--- config.mk ---
export PLATFORM = sky130hd
export DESIGN_NAME = region_plot_engine
export DESIGN_NICKNAME = d
export VERILOG_FILES = /design/src/rtl/region_plot_engine_pkg.sv /design/src/rtl/region_plot_engine_grid_counter.sv /design/src/rtl/region_plot_engine.sv
export SDC_FILE = /design/constraint.sdc
export NUM_CORES = 1
export LEC_CHECK = 0
export ABC_AREA = 1
export BUFFER_PORTS_ARGS = -buffer_cell sky130_fd_sc_hd__buf_4
export CAP_MARGIN = 30
export CORE_MARGIN = 5
export CORE_UTILIZATION = 48
export DETAILED_ROUTE_END_ITERATION = 8
export PLACE_DENSITY = 0.75
export RECOVER_POWER = 50
export SLEW_MARGIN = 10
export SYNTH_ARGS = -nofsm -noshare
export SYNTH_HDL_FRONTEND = slang
export SYNTH_SLANG_ARGS = --single-unit
--- constraint.sdc ---
create_clock -name clock -period 1.75 [get_ports clock]
set_clock_uncertainty 0.1 [all_clocks]
set_input_delay 0.2625 -clock clock [delete_from_list [all_inputs] [get_ports clock]]
set_output_delay 0.2625 -clock clock [all_outputs]
set_load 0.02 [all_outputs]
--- src/rtl/region_plot_engine_pkg.sv ---
// Shared definitions for the region plot engine: job modes and FSM state encodings.
package region_plot_engine_pkg;

    localparam logic [1:0] MODE_FILL        = 2'd0;
    localparam logic [1:0] MODE_SHADE       = 2'd1;
    localparam logic [1:0] MODE_TRANSPARENT = 2'd2;

    typedef enum logic [1:0] {
        S_IDLE  = 2'd0,
        S_DRAW  = 2'd1,
        S_FLUSH = 2'd2
    } state_t;

endpackage

--- src/rtl/region_plot_engine_grid_counter.sv ---
// Raster x/y counter: x steps first, wraps at x_range and bumps y; last flags the final coordinate.
module region_plot_engine_grid_counter #(
    parameter int WIDTH = 8
) (
    input  logic             clock,
    input  logic             resetn,
    input  logic             enable,
    input  logic [WIDTH-1:0] x_range,
    input  logic [WIDTH-1:0] y_range,
    output logic [WIDTH-1:0] xcnt,
    output logic [WIDTH-1:0] ycnt,
    output logic             last
);

    assign last = (xcnt == x_range) && (ycnt == y_range);

    always_ff @(posedge clock) begin
        if (!resetn) begin
            xcnt <= '0;
            ycnt <= '0;
        end else if (enable) begin
            if (xcnt == x_range) begin
                xcnt <= '0;
                ycnt <= ycnt + 1'b1;
            end else begin
                xcnt <= xcnt + 1'b1;
            end
        end
    end

endmodule

--- src/rtl/region_plot_engine.sv ---
// Round-robin multi-client rectangle scanner feeding a plot port with back-pressure.
//  state   | meaning
//  S_IDLE  | no job; arbitrate pending requests from rr_ptr upward
//  S_DRAW  | scanning granted rectangle, one coordinate per accepted cycle
//  S_FLUSH | last pixel issued; wait for sink to take it, then pulse done
module region_plot_engine
    import region_plot_engine_pkg::*;
#(
    parameter int WIDTH        = 8,
    parameter int COLOUR_WIDTH = 3,
    parameter int NUM_CLIENTS  = 2,
    parameter int IDX_W        = 1
) (
    input  logic                            clock,
    input  logic                            resetn,
    input  logic [NUM_CLIENTS-1:0]          req,
    input  logic [2*NUM_CLIENTS-1:0]        req_mode,
    input  logic [WIDTH*NUM_CLIENTS-1:0]    req_x_min,
    input  logic [WIDTH*NUM_CLIENTS-1:0]    req_y_min,
    input  logic [WIDTH*NUM_CLIENTS-1:0]    req_x_range,
    input  logic [WIDTH*NUM_CLIENTS-1:0]    req_y_range,
    input  logic [COLOUR_WIDTH*NUM_CLIENTS-1:0] req_colour,
    input  logic [COLOUR_WIDTH-1:0]         shade_colour,
    output logic [NUM_CLIENTS-1:0]          grant,
    output logic [WIDTH-1:0]                scan_x,
    output logic [WIDTH-1:0]                scan_y,
    output logic [NUM_CLIENTS-1:0]          done,
    output logic                            busy,
    output logic                            plot,
    output logic [WIDTH-1:0]                plot_x,
    output logic [WIDTH-1:0]                plot_y,
    output logic [COLOUR_WIDTH-1:0]         plot_colour,
    input  logic                            plot_ready
);

    state_t                  state;
    logic [IDX_W-1:0]        rr_ptr;
    logic [IDX_W-1:0]        win_idx;
    logic [IDX_W-1:0]        cand;
    logic                    win_found;
    logic [1:0]              mode_q;
    logic [WIDTH-1:0]        x_min_q, y_min_q, x_range_q, y_range_q;
    logic [COLOUR_WIDTH-1:0] colour_q;
    logic [WIDTH-1:0]        xcnt, ycnt;
    logic                    last;
    logic                    adv;
    logic [WIDTH:0]          x_sum, y_sum;
    logic                    suppress;
    logic [COLOUR_WIDTH-1:0] pix_colour;

    logic [1:0]              mode_arr   [NUM_CLIENTS];
    logic [WIDTH-1:0]        x_min_arr  [NUM_CLIENTS];
    logic [WIDTH-1:0]        y_min_arr  [NUM_CLIENTS];
    logic [WIDTH-1:0]        x_rng_arr  [NUM_CLIENTS];
    logic [WIDTH-1:0]        y_rng_arr  [NUM_CLIENTS];
    logic [COLOUR_WIDTH-1:0] colour_arr [NUM_CLIENTS];

    for (genvar g = 0; g < NUM_CLIENTS; g++) begin : g_unpack
        assign mode_arr[g]   = req_mode[2*g +: 2];
        assign x_min_arr[g]  = req_x_min[WIDTH*g +: WIDTH];
        assign y_min_arr[g]  = req_y_min[WIDTH*g +: WIDTH];
        assign x_rng_arr[g]  = req_x_range[WIDTH*g +: WIDTH];
        assign y_rng_arr[g]  = req_y_range[WIDTH*g +: WIDTH];
        assign colour_arr[g] = req_colour[COLOUR_WIDTH*g +: COLOUR_WIDTH];
    end

    always_comb begin
        win_found = 1'b0;
        win_idx   = '0;
        cand      = '0;
        for (int i = 0; i < NUM_CLIENTS; i++) begin
            cand = IDX_W'((int'(rr_ptr) + i) % NUM_CLIENTS);
            if (!win_found && req[cand]) begin
                win_found = 1'b1;
                win_idx   = cand;
            end
        end
    end

    // Counters sit at zero whenever no scan is running, so each job starts from the origin.
    region_plot_engine_grid_counter #(.WIDTH(WIDTH)) u_grid (
        .clock   (clock),
        .resetn  (resetn && (state == S_DRAW)),
        .enable  (adv && (state == S_DRAW)),
        .x_range (x_range_q),
        .y_range (y_range_q),
        .xcnt    (xcnt),
        .ycnt    (ycnt),
        .last    (last)
    );

    assign adv    = !plot || plot_ready;
    assign busy   = (state != S_IDLE);
    assign x_sum  = {1'b0, x_min_q} + {1'b0, xcnt};
    assign y_sum  = {1'b0, y_min_q} + {1'b0, ycnt};
    assign scan_x = x_sum[WIDTH-1:0];
    assign scan_y = y_sum[WIDTH-1:0];

    // Carry out of either coordinate means the pixel fell off the screen edge.
    always_comb begin
        pix_colour = colour_q;
        suppress   = x_sum[WIDTH] | y_sum[WIDTH];
        case (mode_q)
            MODE_SHADE: pix_colour = shade_colour;
            MODE_TRANSPARENT: begin
                pix_colour = shade_colour;
                if (shade_colour == '0) suppress = 1'b1;
            end
            default: pix_colour = colour_q;
        endcase
    end

    always_ff @(posedge clock) begin
        if (!resetn) begin
            state       <= S_IDLE;
            rr_ptr      <= '0;
            grant       <= '0;
            done        <= '0;
            plot        <= 1'b0;
            plot_x      <= '0;
            plot_y      <= '0;
            plot_colour <= '0;
            mode_q      <= MODE_FILL;
            x_min_q     <= '0;
            y_min_q     <= '0;
            x_range_q   <= '0;
            y_range_q   <= '0;
            colour_q    <= '0;
        end else begin
            done <= '0;
            case (state)
                S_IDLE: begin
                    plot <= 1'b0;
                    if (win_found) begin
                        state     <= S_DRAW;
                        grant     <= NUM_CLIENTS'(1) << win_idx;
                        mode_q    <= mode_arr[win_idx];
                        x_min_q   <= x_min_arr[win_idx];
                        y_min_q   <= y_min_arr[win_idx];
                        x_range_q <= x_rng_arr[win_idx];
                        y_range_q <= y_rng_arr[win_idx];
                        colour_q  <= colour_arr[win_idx];
                        rr_ptr    <= (win_idx == IDX_W'(NUM_CLIENTS - 1)) ? '0 : win_idx + 1'b1;
                    end
                end
                S_DRAW: begin
                    if (adv) begin
                        plot        <= !suppress;
                        plot_x      <= scan_x;
                        plot_y      <= scan_y;
                        plot_colour <= pix_colour;
                        if (last) state <= S_FLUSH;
                    end
                end
                S_FLUSH: begin
                    if (adv) begin
                        plot  <= 1'b0;
                        done  <= grant;
                        grant <= '0;
                        state <= S_IDLE;
                    end
                end
                default: state <= S_IDLE;
            endcase
        end
    end

endmodule

Yosys cells after proc, flatten, opt, wreduce, memory -nomap -nowiden
Cells that the tools add are included.
{"block": "totals", "out_inout_bits": 41, "word_cells": 100, "in_bits": 82, "regBits": 80}
{"block": "op_classes", "reduce_logical": 21, "n_lt_le_gt_ge": 3, "add_sub_neg": 6, "n_bitwise": 2, "mux": 41, "n_eq_ne": 10, "shift": 1}
{"cell": "2-to-1 mux 8 bit", "count": 13}
{"cell": "adder 8 x 8 -> 9 bit", "count": 2}
{"cell": "adder 8 x 1 -> 8 bit (second input constant)", "count": 2}
{"cell": "equality test 8 bit", "count": 2}
{"cell": "2-to-1 mux 2 bit", "count": 8}
{"cell": "2-to-1 mux 1 bit", "count": 13}
{"cell": "2-to-1 mux 3 bit", "count": 4}
{"cell": "AND reduction 3 bit", "count": 3}
{"cell": "!= test 2 bit (second input constant)", "count": 4}
{"cell": "case mux 2 bit (3 select lines)", "count": 1}
{"cell": "AND reduction 2 bit", "count": 3}
{"cell": "equality test 2 x 1 -> 1 bit (second input constant)", "count": 2}
{"cell": "equality test 2 bit (second input constant)", "count": 2}
{"cell": "logical AND 1 bit", "count": 4}
{"cell": "less-than comparator 1 x 2 -> 1 bit (second input constant)", "count": 2}
{"cell": "case mux 2 bit (2 select lines)", "count": 1}
{"cell": "AND reduction 4 bit", "count": 1}
{"cell": "nonzero test 2 bit", "count": 2}
{"cell": "zero test 1 bit", "count": 3}
{"cell": "zero test 3 bit", "count": 1}
{"cell": "case mux 1 bit (3 select lines)", "count": 1}
{"cell": "nonzero test 3 bit", "count": 1}
{"cell": "adder 1 bit (second input constant)", "count": 2}
{"cell": ">= comparator 2 bit (second input constant)", "count": 1}
{"cell": "other kinds (6)", "count": 6}

Longest topological paths before layout
Gate-level depths: netlist (run 1).
{"block": "depth", "depth_word": 10, "depth_mapped": 10, "depth_no_buf": 9}

Modules after synthesis
Synthesis (run 1) repeated with hierarchy kept, for this count alone.
{"block": "hier_totals", "hier_cells": 666, "hier_area_um2": 4702.0}
{"mod": "region_plot_engine", "instances": 1, "seq_area_each_um2": 1281.2, "area_per_inst_um2": 3479.6, "cells_per_inst": 468}
{"mod": "region_plot_engine_grid_counter", "instances": 1, "seq_area_each_um2": 320.3, "area_per_inst_um2": 1222.4, "cells_per_inst": 198}

Worst setup path before layout (run 1)
Ideal clock, no wire load.
{"block": "synth_timing", "path_type": "register to output", "start": "register u_grid.ycnt[0]", "end": "output port scan_y[6]", "required_ns": 1.387, "stages_incl_launch_ff": 7, "path_buffers": 0, "t_arrival_ns": 1.426, "setup_slack_ns": -0.039, "cell_sequence": "dfxtp_1 ha_1 fa_1 nand3_1 nand3_1 xnor2_1 inv_1"}
{"block": "synth_between", "elab_chain_len": 1}
{"item": "start, declared", "line_no": "region_plot_engine_grid_counter.sv:11", "rtl": "output logic [WIDTH-1:0] ycnt,"}
{"item": "start signal, assigned", "line_no": "region_plot_engine_grid_counter.sv:24", "rtl": "ycnt <= ycnt + 1'b1;"}
{"item": "adder 8 x 8 -> 9 bit", "line_no": "region_plot_engine.sv:95", "rtl": "assign y_sum = {1'b0, y_min_q} + {1'b0, ycnt};"}
{"item": "end, declared", "line_no": "region_plot_engine.sv:26", "rtl": "output logic [WIDTH-1:0] scan_y,"}
Every way passes these cells.

Final worst setup path (run 1)
Ends and elaborated chain as after synthesis.

==> results by group, run 1 <==
Logic synthesis
  – Syn Nets: 782
  – Cell count after synthesis: 679
  – Seq cells post-synth: 80
  – Synth area leader: dfxtp_1
  – Yosys warns: 0
  – Post-synth EDFFs: 0
  – Count leader, synth: nand2_1
  – Synth top area share: 34.30%
  – Mean Syn Cell Area: 6.877 sq um
  – Register area share after synthesis: roughly a third
  – Most frequent cells after synthesis: nand2_1 (141), inv_1 (110), nor2_1 (105)
  – Synth Flop Type: dfxtp_1
  – Post-synth cell types: 32
  – FFs w/ async S/R, synth: 0%
  – Area of the mapped netlist: 0.004669 sq mm
  – Synth area leaders: dfxtp_1 (34%), nand2_1 (11%), inv_1 (8.8%)

GRT
  – GRT Util Overall: 23.25%
  – Antenna violations before repair: 0
  – Largest net degree at the start of global routing: 35
  – GRT Residual Overflow: 0
  – Vias in the first global route: 4778
  – First-pass GRT wire length: 21.94 mm

Critical path
  – Critical path type: flop to primary output
  – Critical-path cell list: ha_4, fa_2, nand3_2, nand3_2, xnor2_2, inv_2, buf_6
  – CP max-delay cell: fa_2
  – Crit path DAT: 1800 ps
  – Worst Setup Start Kind: flop
  – Reg2Reg Depth: 10
  – Critical-path maximum fanout: 3
  – Worst path required time: 1390 ps
  – R2r setup slk: -150 ps
  – Most frequent CP cell: nand3_2
  – Max incr delay on CP: ~400 ps
  – Crit path max-delay family: adder cells
  – Reg2reg end: plot$_SDFFE_PN0P_
  – Critical path capture point type: primary output
  – WP buf/inv: 2
  – FF-to-FF Start: u_grid.xcnt[0]$_SDFFE_PN0P_

Die
  – Die area: 0.01180 sq mm
  – Placement Rows: 36
  – Core area: 0.009639 sq mm
  – Initial Util: 48.44%
  – Number of top-level pins: 123
  – Die Ht: between 100 and 150 um
  – Die width: 108.6 um

STA
  – Setup TNS: -6912 ps
  – Max-slew headroom: 73.76%
  – Fin crit period: 2159 ps
  – Final hold violations: 0
  – Count of final setup violators: 48
  – Unrepaired setup endpoints after global routing: true
  – Maximum clock rate: 463.2 MHz
  – Worst Tran Pin Value: 393.0 ps
  – Final period util: 123.4%
  – WHS: 49.58 ps
  – PnR worst setup slack: -409.0 ps
  – Final count of pins violating max slew: 0

Placed design
  – Placer Congestion: 0.8749
  – # port buffers: around 120
  – DP Area: 0.005971 sq mm
  – Placed cell count: 947
  – Post-DP HPWL: 9.790 mm
  – Dpl ws: -108.3 ps

Worst hold path
  – WHS Endpoint: y_range_q[6]$_SDFFE_PN0P_
  – HP Class: input pin to flop
  – HP Start: req_y_range[6]
  – Hold depth: 3

Final layout
  – Nets: between 900 and 1000
  – Area growth, synth to finish: 42.31%
  – Core Util, Final: 68.94%
  – Finished Layout Cells: 974
  – Antenna cell count: 0
  – Final instance area: around 0.0066 sq mm
  – Share of cells above drive strength 1: 34.36%

Clocking
  – Num CTS Buffers: 9
  – Clock tree sinks: 80
  – Longest Clk Path Bufs: 2
  – H-tree levels: 3
  – CTS tree: yes
  – # hold bufs at CTS: 0
  – Root buf cell: clkbuf_8
  – Clock Pin Slew Worst Setup and Hold Paths: 80 ps
  – Skew-Pair Late Insertion Delay: 350 ps

Power
  – Pwr/cell area: 843.9 mW/mm^2
  – Leak Pwr: 3.294 nW
  – Maximum VDD drop: between 500 and 600 uV
  – Overall power: 5.608 mW

Drt
  – Post-route DRC: 0
  – DR WL/cell: 14.35 um
  – Drt pass-1 iters: 5
  – Detailed-route via count: 4949
  – Routed Antenna Nets: 0
  – Routed wire length: 13.98 mm
  – Initial drt markers: around 300
  – Vias per inst: 5.081

Flow run
  – Number of max-cap violations: 0

Outcome
  – Run status: finished with violations
  – Failing checks: negative setup slack
==> power by group <==
group / internal (mW) / switching (mW)
Combinational: 0.835 / 1.18
Sequential: 2.05 / 0.161
Clock: 0.696 / 0.683
Total: 3.58 / 2.03
==> layout make-up <==
type	instances	area [sq um]
tap	133	166.4
timing repair buffer	172	1296
clock inverter	5	56.30
clock buffer	11	141.4
sequential	80	1637
multi-input combinational	449	2883
fill	825	2994
inverter	124	465.4
==> worst min-delay path: stages <==
cell      delay (ps)
buf_4             80
o221ai_2          80
inv_1             50
==> state kept, by name, summed over array words and instances (netlist names) <==
signal	count
plot_x	8
plot_y	8
u_grid.xcnt	8
u_grid.ycnt	8
x_min_q	8
x_range_q	8
y_min_q	8
y_range_q	8
colour_q	3
plot_colour	3
done	2
grant	2
mode_q	2
state	2
plot	1
rr_ptr	1
==> cells in the final DEF, fill, tap and decap left out, types with 2 or more instances in the layout <==
cell type | Yosys | final
ha_1 | 19 | 6
clkbuf_8 | 0 | 10
nand2_4 | 3 | 5
nor2_1 | 105 | 100
nand4_1 | 9 | 9
buf_12 | 0 | 4
clkbuf_1 | 6 | 26
nand2_1 | 141 | 125
nor2_2 | 0 | 5
nand3_2 | 1 | 11
inv_1 | 110 | 107
a21oi_1 | 48 | 38
buf_6 | 4 | 13
nand3_1 | 34 | 23
clkinv_2 | 0 | 2
dfxtp_4 | 0 | 2
o21a_1 | 2 | 2
ha_4 | 0 | 13
buf_4 | 6 | 130
a21oi_2 | 0 | 7
o21ai_0 | 19 | 17
inv_2 | 13 | 17
xor2_1 | 12 | 8
o221ai_1 | 27 | 27
dfxtp_2 | 0 | 22
a21oi_4 | 0 | 3
xnor2_2 | 0 | 4
xor2_2 | 0 | 3
fa_2 | 0 | 2
nor3_1 | 3 | 3
nor2_4 | 1 | 2
o221ai_2 | 10 | 10
dfxtp_1 | 80 | 56
nand2_2 | 2 | 16
==> per-layer routing <==
metal  track usage [%]  routed length (um)  part of all wire (%)  vias to the layer above
met1             30.19                6142                    44                     2252
met3             4.559                 981                   7.0                       30
li1                  -                   -                     -                     2484
met2             38.53                6564                    47                      183
met5                 0                   0                     0                        -
met4             8.206                 286                   2.0                        0
==> worst max path at each step <==
stage	startpoint	end	slack (ps)	depth (start not counted)
4_1_cts	y_min_q[0]$_SDFFE_PN0P_	scan_y[4]	-400	5
3_3_place_gp	y_min_q[0]$_SDFFE_PN0P_	scan_y[6]	-80	7
3_5_place_dp	x_min_q[0]$_SDFFE_PN0P_	scan_x[6]	-110	7
2_1_floorplan	u_grid.ycnt[0]$_SDFFE_PN0P_	scan_y[6]	40	6
5_1_grt	u_grid.xcnt[0]$_SDFFE_PN0P_	scan_x[6]	-490	7
6_report	u_grid.ycnt[0]$_SDFFE_PN0P_	scan_y[6]	-410	7
==> cell families (layout without fill, tap and decap cells) <==
group           after synthesis  in the layout  share of synthesized area [%]
fa+ha+maj                    21             21                          5.949
buf+inv                     151            312                          13.53
flops                        80             80                          34.30
compound gates              109            109                          16.26
simple gates                301            302                          26.77
xor+xnor                     17             17                          3.189
==> repair_timing <==
action,4_1_cts,5_1_grt
setup endpoints to repair,14,30
setup buffers,8,4
cloned,0,1
pin swaps,24,23
resized for setup,67,49
(Power assumes the default switching activity.)
==> inputs of run 2 (changes only) <==
==> constraint.sdc (replaced) <==
create_clock -name clock -period 1.75 [get_ports clock]
set_clock_uncertainty 0.1 [all_clocks]
set_input_delay 0.35 -clock clock [delete_from_list [all_inputs] [get_ports clock]]
set_output_delay 0.35 -clock clock [all_outputs]
set_load 0.02 [all_outputs]
==> results by group, run 2 (synthesis results as in run 1) <==
Clocking
  – H-tree levels: 3 (unchanged)
  – Num CTS Buffers: 9 (unchanged)
  – CTS tree: yes
  – Skew-Pair Late Insertion Delay: 360 ps (about the same)
  – Root buf cell: clkbuf_8
  – Longest Clk Path Bufs: 2 (unchanged)
  – # hold bufs at CTS: 0 (unchanged)
  – Clock tree sinks: 80 (unchanged)
  – Clock Pin Slew Worst Setup and Hold Paths: 90 ps (about the same)

STA
  – PnR worst setup slack: -529.3 ps (-120.3 ps)
  – Fin crit period: 2279 ps (+120.3 ps)
  – Worst Tran Pin Value: 379.0 ps (-13.99 ps)
  – Max-slew headroom: 74.70% (+0.94 points)
  – Count of final setup violators: 16 (-67%)
  – Setup TNS: -5412 ps (+1500 ps)
  – Final hold violations: 0 (unchanged)
  – WHS: 130.6 ps (+81.05 ps)
  – Final count of pins violating max slew: 0 (unchanged)
  – Unrepaired setup endpoints after global routing: true
  – Final period util: 130.2% (+6.9 points)
  – Maximum clock rate: 438.7 MHz (-5.3%)

Die
  – Core area: 0.009639 sq mm (unchanged)
  – Die area: 0.01180 sq mm (unchanged)
  – Placement Rows: 36 (unchanged)
  – Die width: 108.6 um (unchanged)
  – Number of top-level pins: 123 (unchanged)
  – Die Ht: 108.6 um (unchanged)
  – Initial Util: 48.44% (unchanged)

Final layout
  – Finished Layout Cells: 973 (-0.10%)
  – Nets: 938 (-0.11%)
  – Final instance area: 0.006671 sq mm (+0.40%)
  – Sequential cell area: 0.001642 sq mm (+0.31%)
  – Share of cells above drive strength 1: 34.17% (-0.20 points)
  – Commonest non-fill, non-tap cell in the layout: nand2_1
  – Antenna cell count: 0 (unchanged)
  – Multi-input gate area: 0.002898 sq mm (+0.52%)
  – Most frequent cells in the layout: nand2_1 (128), buf_4 (124), inv_1 (106)
  – Fillers: 810 (-1.8%)
  – Area growth, synth to finish: 42.87%

Placed design
  – Placed cell count: 947 (unchanged)
  – DP Area: 0.005992 sq mm (+0.36%)
  – Placer Congestion: 0.9191 (+5.1%)
  – # port buffers: 122 (unchanged)
  – Post-DP HPWL: 9.847 mm (+0.58%)

Drt
  – DR WL/cell: 14.77 um (+3.0%)
  – Post-route DRC: 0 (unchanged)
  – Initial drt markers: 379 (+26%)
  – Routed Antenna Nets: 0 (unchanged)
  – Drt pass-1 iters: 5 (unchanged)
  – Routed wire length: 14.37 mm (+2.8%)
  – Detailed-route via count: 5005 (+1.1%)
  – Vias per inst: 5.144 (+1.2%)

Power
  – Sw power: 2.083 mW (+2.8%)
  – Maximum VDD drop: 446.8 uV (-17%)
  – Switching Share: 36.03% (-0.11 points)
  – Pwr/cell area: 866.5 mW/mm^2 (+2.7%)
  – Clk pwr share: 26.7% (+2.1 points)
  – Internal power: 3.698 mW (+3.3%)
  – Comb pwr share: 35.0% (-1.0 points)
  – Flop pwr share: 38.3% (-1.1 points)
  – Leak Pwr: 3.328 nW (+1.1%)

Worst hold path
  – HP Class: input pin to flop

Critical path
  – Critical path capture point type: primary output
  – Critical path type: flop to primary output
  – Worst path required time: 1300 ps (-90 ps)
  – Worst Setup Start Kind: flop
  – Crit path DAT: 1830 ps (+30 ps)
  – Critical-path maximum fanout: 3 (unchanged)

Outcome
  – Run status: finished with violations
  – Failing checks: negative setup slack

GRT
  – Largest net degree at the start of global routing: 36 (+2.9%)
  – Vias in the first global route: 4755 (-0.48%)
  – Antenna violations before repair: 0 (unchanged)
  – GRT Residual Overflow: 0 (unchanged)
  – First-pass GRT wire length: 22.01 mm (+0.31%)
  – GRT Util Overall: 23.15% (-0.10 points)

Flow run
  – Number of max-cap violations: 0 (unchanged)
## run 2: per-layer routing
metal	vias to the layer above	wire length, um	GRT usage [%]
met5	-	0	0
met3	23	1132	4.914
li1	2485	-	-
met4	0	309	7.755
met2	205	6742	37.95
met1	2292	6189	30.34
## run 2: what timing repair did
action,in CTS,in global routing
setup buffers,5,5
gates resized for setup,46,70
gates cloned,0,1
pin swaps,18,28
setup endpoints to repair,14,29
## run 2: final timing paths
kind | start | endpoint | slack, ps | depth (start not counted)
max reg2reg | y_min_q[0]$_SDFFE_PN0P_ | plot$_SDFFE_PN0P_ | -130 | 9
max | y_min_q[0]$_SDFFE_PN0P_ | scan_y[6] | -530 | 7
min reg2reg | grant[0]$_SDFFE_PN0P_ | done[0]$_SDFF_PN0_ | 350 | 2
min | req_y_range[2] | y_range_q[2]$_SDFFE_PN0P_ | 130 | 3
## run 2: cell type report
class | count | share of cell area, %
Clock buffer | 10 | 1.913
Clock inverter | 6 | 1.369
Inverter | 124 | 7.014
Multi-Input combinational cell | 449 | 43.44
Sequential cell | 80 | 24.61
Tap cell | 133 | 2.494
Timing Repair Buffer | 171 | 19.17
## run 2: critical path, stage by stage (launching register included)
cell     delay (ps)
dfxtp_2         350
ha_4            160
fa_2            380
nand3_2          90
nand3_2         110
xnor2_2         200
inv_2            50
buf_6           130
## run 2: power by group through the flow
stage,logic [mW],clock network [mW],registers (mW)
2_1_floorplan,1.10,0,2.28
3_3_place_gp,1.84,0,2.21
3_5_place_dp,1.87,0,2.22
4_1_cts,1.96,1.57,2.20
5_1_grt,2.23,1.64,2.24
6_report,2.03,1.54,2.21
## run 2: metrics by stage
step	power (mW)	util (%)	setup slack, ps
2_1_floorplan	3.383	-	-17.89
3_3_place_gp	4.046	62.16	-119.2
3_5_place_dp	4.090	62.16	-173.2
4_1_cts	5.731	67.15	-572.3
5_1_grt	6.116	69.21	-572.5
6_report	5.781	69.21	-529.3
==> inputs of run 3 (changes only) <==
CELL_PAD_IN_SITES_DETAIL_PLACEMENT = 1   (was not set)
CELL_PAD_IN_SITES_GLOBAL_PLACEMENT = 1   (was not set)
CORE_UTILIZATION = 34   (was 48)
==> results by group, run 3 (synthesis results as in run 1) <==
Outcome
  – Run status: finished with violations
  – Failing checks: negative setup slack

Die
  – Placement Rows: 42 (+17%)
  – Core area: 0.01335 sq mm (+38%)
  – Number of top-level pins: 123 (unchanged)
  – Die area: 0.01618 sq mm (+37%)
  – Die Ht: 127.2 um (+17%)
  – Die width: 127.2 um (+17%)
  – Initial Util: 34.98% (-13 points)

GRT
  – Antenna violations before repair: 0 (unchanged)
  – Largest net degree at the start of global routing: 36 (unchanged)
  – Vias in the first global route: 5428 (+14%)
  – GRT Residual Overflow: 0 (unchanged)
  – First-pass GRT wire length: 26.92 mm (+22%)
  – GRT Util Overall: 20.52% (-2.6 points)

Critical path
  – Critical-path maximum fanout: 4 (+1)
  – Max incr delay on CP: 360 ps (-20 ps)
  – Crit path DAT: 1830 ps (about the same)
  – Worst Setup Start Kind: flop
  – WP buf/inv: 2 (unchanged)
  – Worst path required time: 1300 ps (about the same)
  – Crit path max-delay family: flip-flops
  – Critical path capture point type: primary output
  – Critical path type: flop to primary output
  – Critical-path cell list: ha_4, a21oi_1, nand3_4, xnor2_4, inv_2, buf_6
  – CP max-delay cell: dfxtp_4

Drt
  – Routed wire length: 17.38 mm (+21%)
  – DR WL/cell: 17.06 um (+15%)
  – Post-route DRC: 0 (unchanged)
  – Vias per inst: 4.997 (-2.9%)
  – Initial drt markers: 208 (-45%)
  – Detailed-route via count: 5092 (+1.7%)
  – Routed Antenna Nets: 0 (unchanged)
  – Drt pass-1 iters: 4 (-1)

STA
  – Setup TNS: -9336 ps (-3924 ps)
  – Final count of pins violating max slew: 0 (unchanged)
  – PnR worst setup slack: -533.0 ps (-3.675 ps)
  – Fin crit period: 2283 ps (+3.675 ps)
  – Maximum clock rate: 438.0 MHz (-0.16%)
  – Final hold violations: 0 (unchanged)
  – Worst Tran Pin Value: 491.7 ps (+112.7 ps)
  – Count of final setup violators: 52 (+36)
  – Final period util: 130.5% (+0.21 points)
  – Max-slew headroom: 67.18% (-7.5 points)
  – Unrepaired setup endpoints after global routing: true

Clocking
  – Num CTS Buffers: 9 (unchanged)
  – Clock Pin Slew Worst Setup and Hold Paths: 60 ps (-30 ps)
  – # hold bufs at CTS: 0 (unchanged)
  – CTS tree: yes
  – Skew-Pair Late Insertion Delay: 350 ps (about the same)
  – Clock tree sinks: 80 (unchanged)
  – H-tree levels: 3 (unchanged)
  – Longest Clk Path Bufs: 2 (unchanged)
  – Root buf cell: clkbuf_16

Final layout
  – Fillers: 1688 (+110%)
  – Antenna cell count: 0 (unchanged)
  – Most frequent cells in the layout: nand2_1 (126), buf_4 (126), inv_1 (108)
  – Final instance area: 0.006823 sq mm (+2.3%)
  – Area growth, synth to finish: 46.11%
  – Share of cells above drive strength 1: 33.81% (-0.36 points)
  – Nets: 942 (+0.43%)

Placed design
  – Dpl ws: -189.8 ps (-16.64 ps)
  – DP Area: 0.006071 sq mm (+1.3%)
  – # port buffers: 122 (unchanged)
  – Post-DP HPWL: 12.29 mm (+25%)
  – Placer Congestion: 0.8500 (-7.5%)

Power
  – Leak Pwr: 3.356 nW (+0.83%)
  – Pwr/cell area: 898.3 mW/mm^2 (+3.7%)
  – Maximum VDD drop: 720.8 uV (+61%)

Flow run
  – Number of max-cap violations: 0 (unchanged)

Worst hold path
  – HP Class: input pin to flop
-- run 3: cell types whose count changed in the layout (fill, tap and decap cells not counted), moves of 3 or more --
cell / previous run / this run
clkbuf_16: 0 / 9
a21oi_1: 38 / 41
nor2_1: 102 / 99
clkbuf_8: 9 / 2
clkbuf_1: 25 / 28
-- run 3: final cells by class --
cell class                      instances  area (sq um)  area share (%)
Clock buffer                           12         256.5           3.759
Tap cell                              176         220.2           3.228
Sequential cell                        80          1639           24.02
Clock inverter                          3         17.52          0.2567
Inverter                              124         467.9           6.859
Timing Repair Buffer                  174          1295           18.98
Multi-Input combinational cell        450          2927           42.89
-- run 3: path summary, 6_finish.rpt --
path | startpoint | end | slack (ps) | cells past startpoint
min | req_y_range[5] | y_range_q[5]$_SDFFE_PN0P_ | 150 | 3
min reg2reg | grant[1]$_SDFFE_PN0P_ | done[1]$_SDFF_PN0_ | 350 | 2
max reg2reg | state[1]$_SDFFE_PN0P_ | plot$_SDFFE_PN0P_ | -180 | 9
max | y_min_q[5]$_SDFFE_PN0P_ | scan_y[6] | -530 | 6
-- run 3: power by group --
group | switching, mW | internal [mW] | leakage, nW | total, mW
Sequential | 0.169 | 2.05 | 0.670 | 2.22
Combinational | 1.28 | 0.841 | 2.55 | 2.12
Clock | 0.764 | 1.03 | 0.134 | 1.79
-- run 3: worst reg2reg max path: cells and delay by family (launching register included) --
family,cells,cell delay (ps)
buffers and inverters,3,520
and+or+nand+nor,4,470
AOI/OAI and AO/OA,2,430
DFF,1,330
-- run 3: per-stage QoR --
stage	utilization (%)	hold WS (ps)	total power, mW	cells
after detailed placement	45.48	345.9	4.174	995
after global placement	45.48	336.1	4.097	995
final	51.12	149.7	6.129	1019
after global routing	51.12	154.6	6.480	1019
after CTS	50.17	139.5	6.121	1015
after floorplan	-	358.5	3.383	679
-- run 3: metal layers --
metal | up-vias | global-route usage, % | part of all wire [%]
met4 | 0 | 5.174 | 1.8
met3 | 19 | 5.968 | 6.6
met1 | 2438 | 25.03 | 42
li1 | 2492 | - | -
met5 | - | 0 | 0
met2 | 143 | 35.59 | 49
-- run 3: timing repair --
| item | 4_1_cts | 5_1_grt |
|---|---|---|
| gates cloned | 0 | 2 |
| resized for setup | 71 | 50 |
| endpoints found under the setup margin | 15 | 42 |
| buffers inserted | 6 | 5 |
| pin swaps | 29 | 20 |
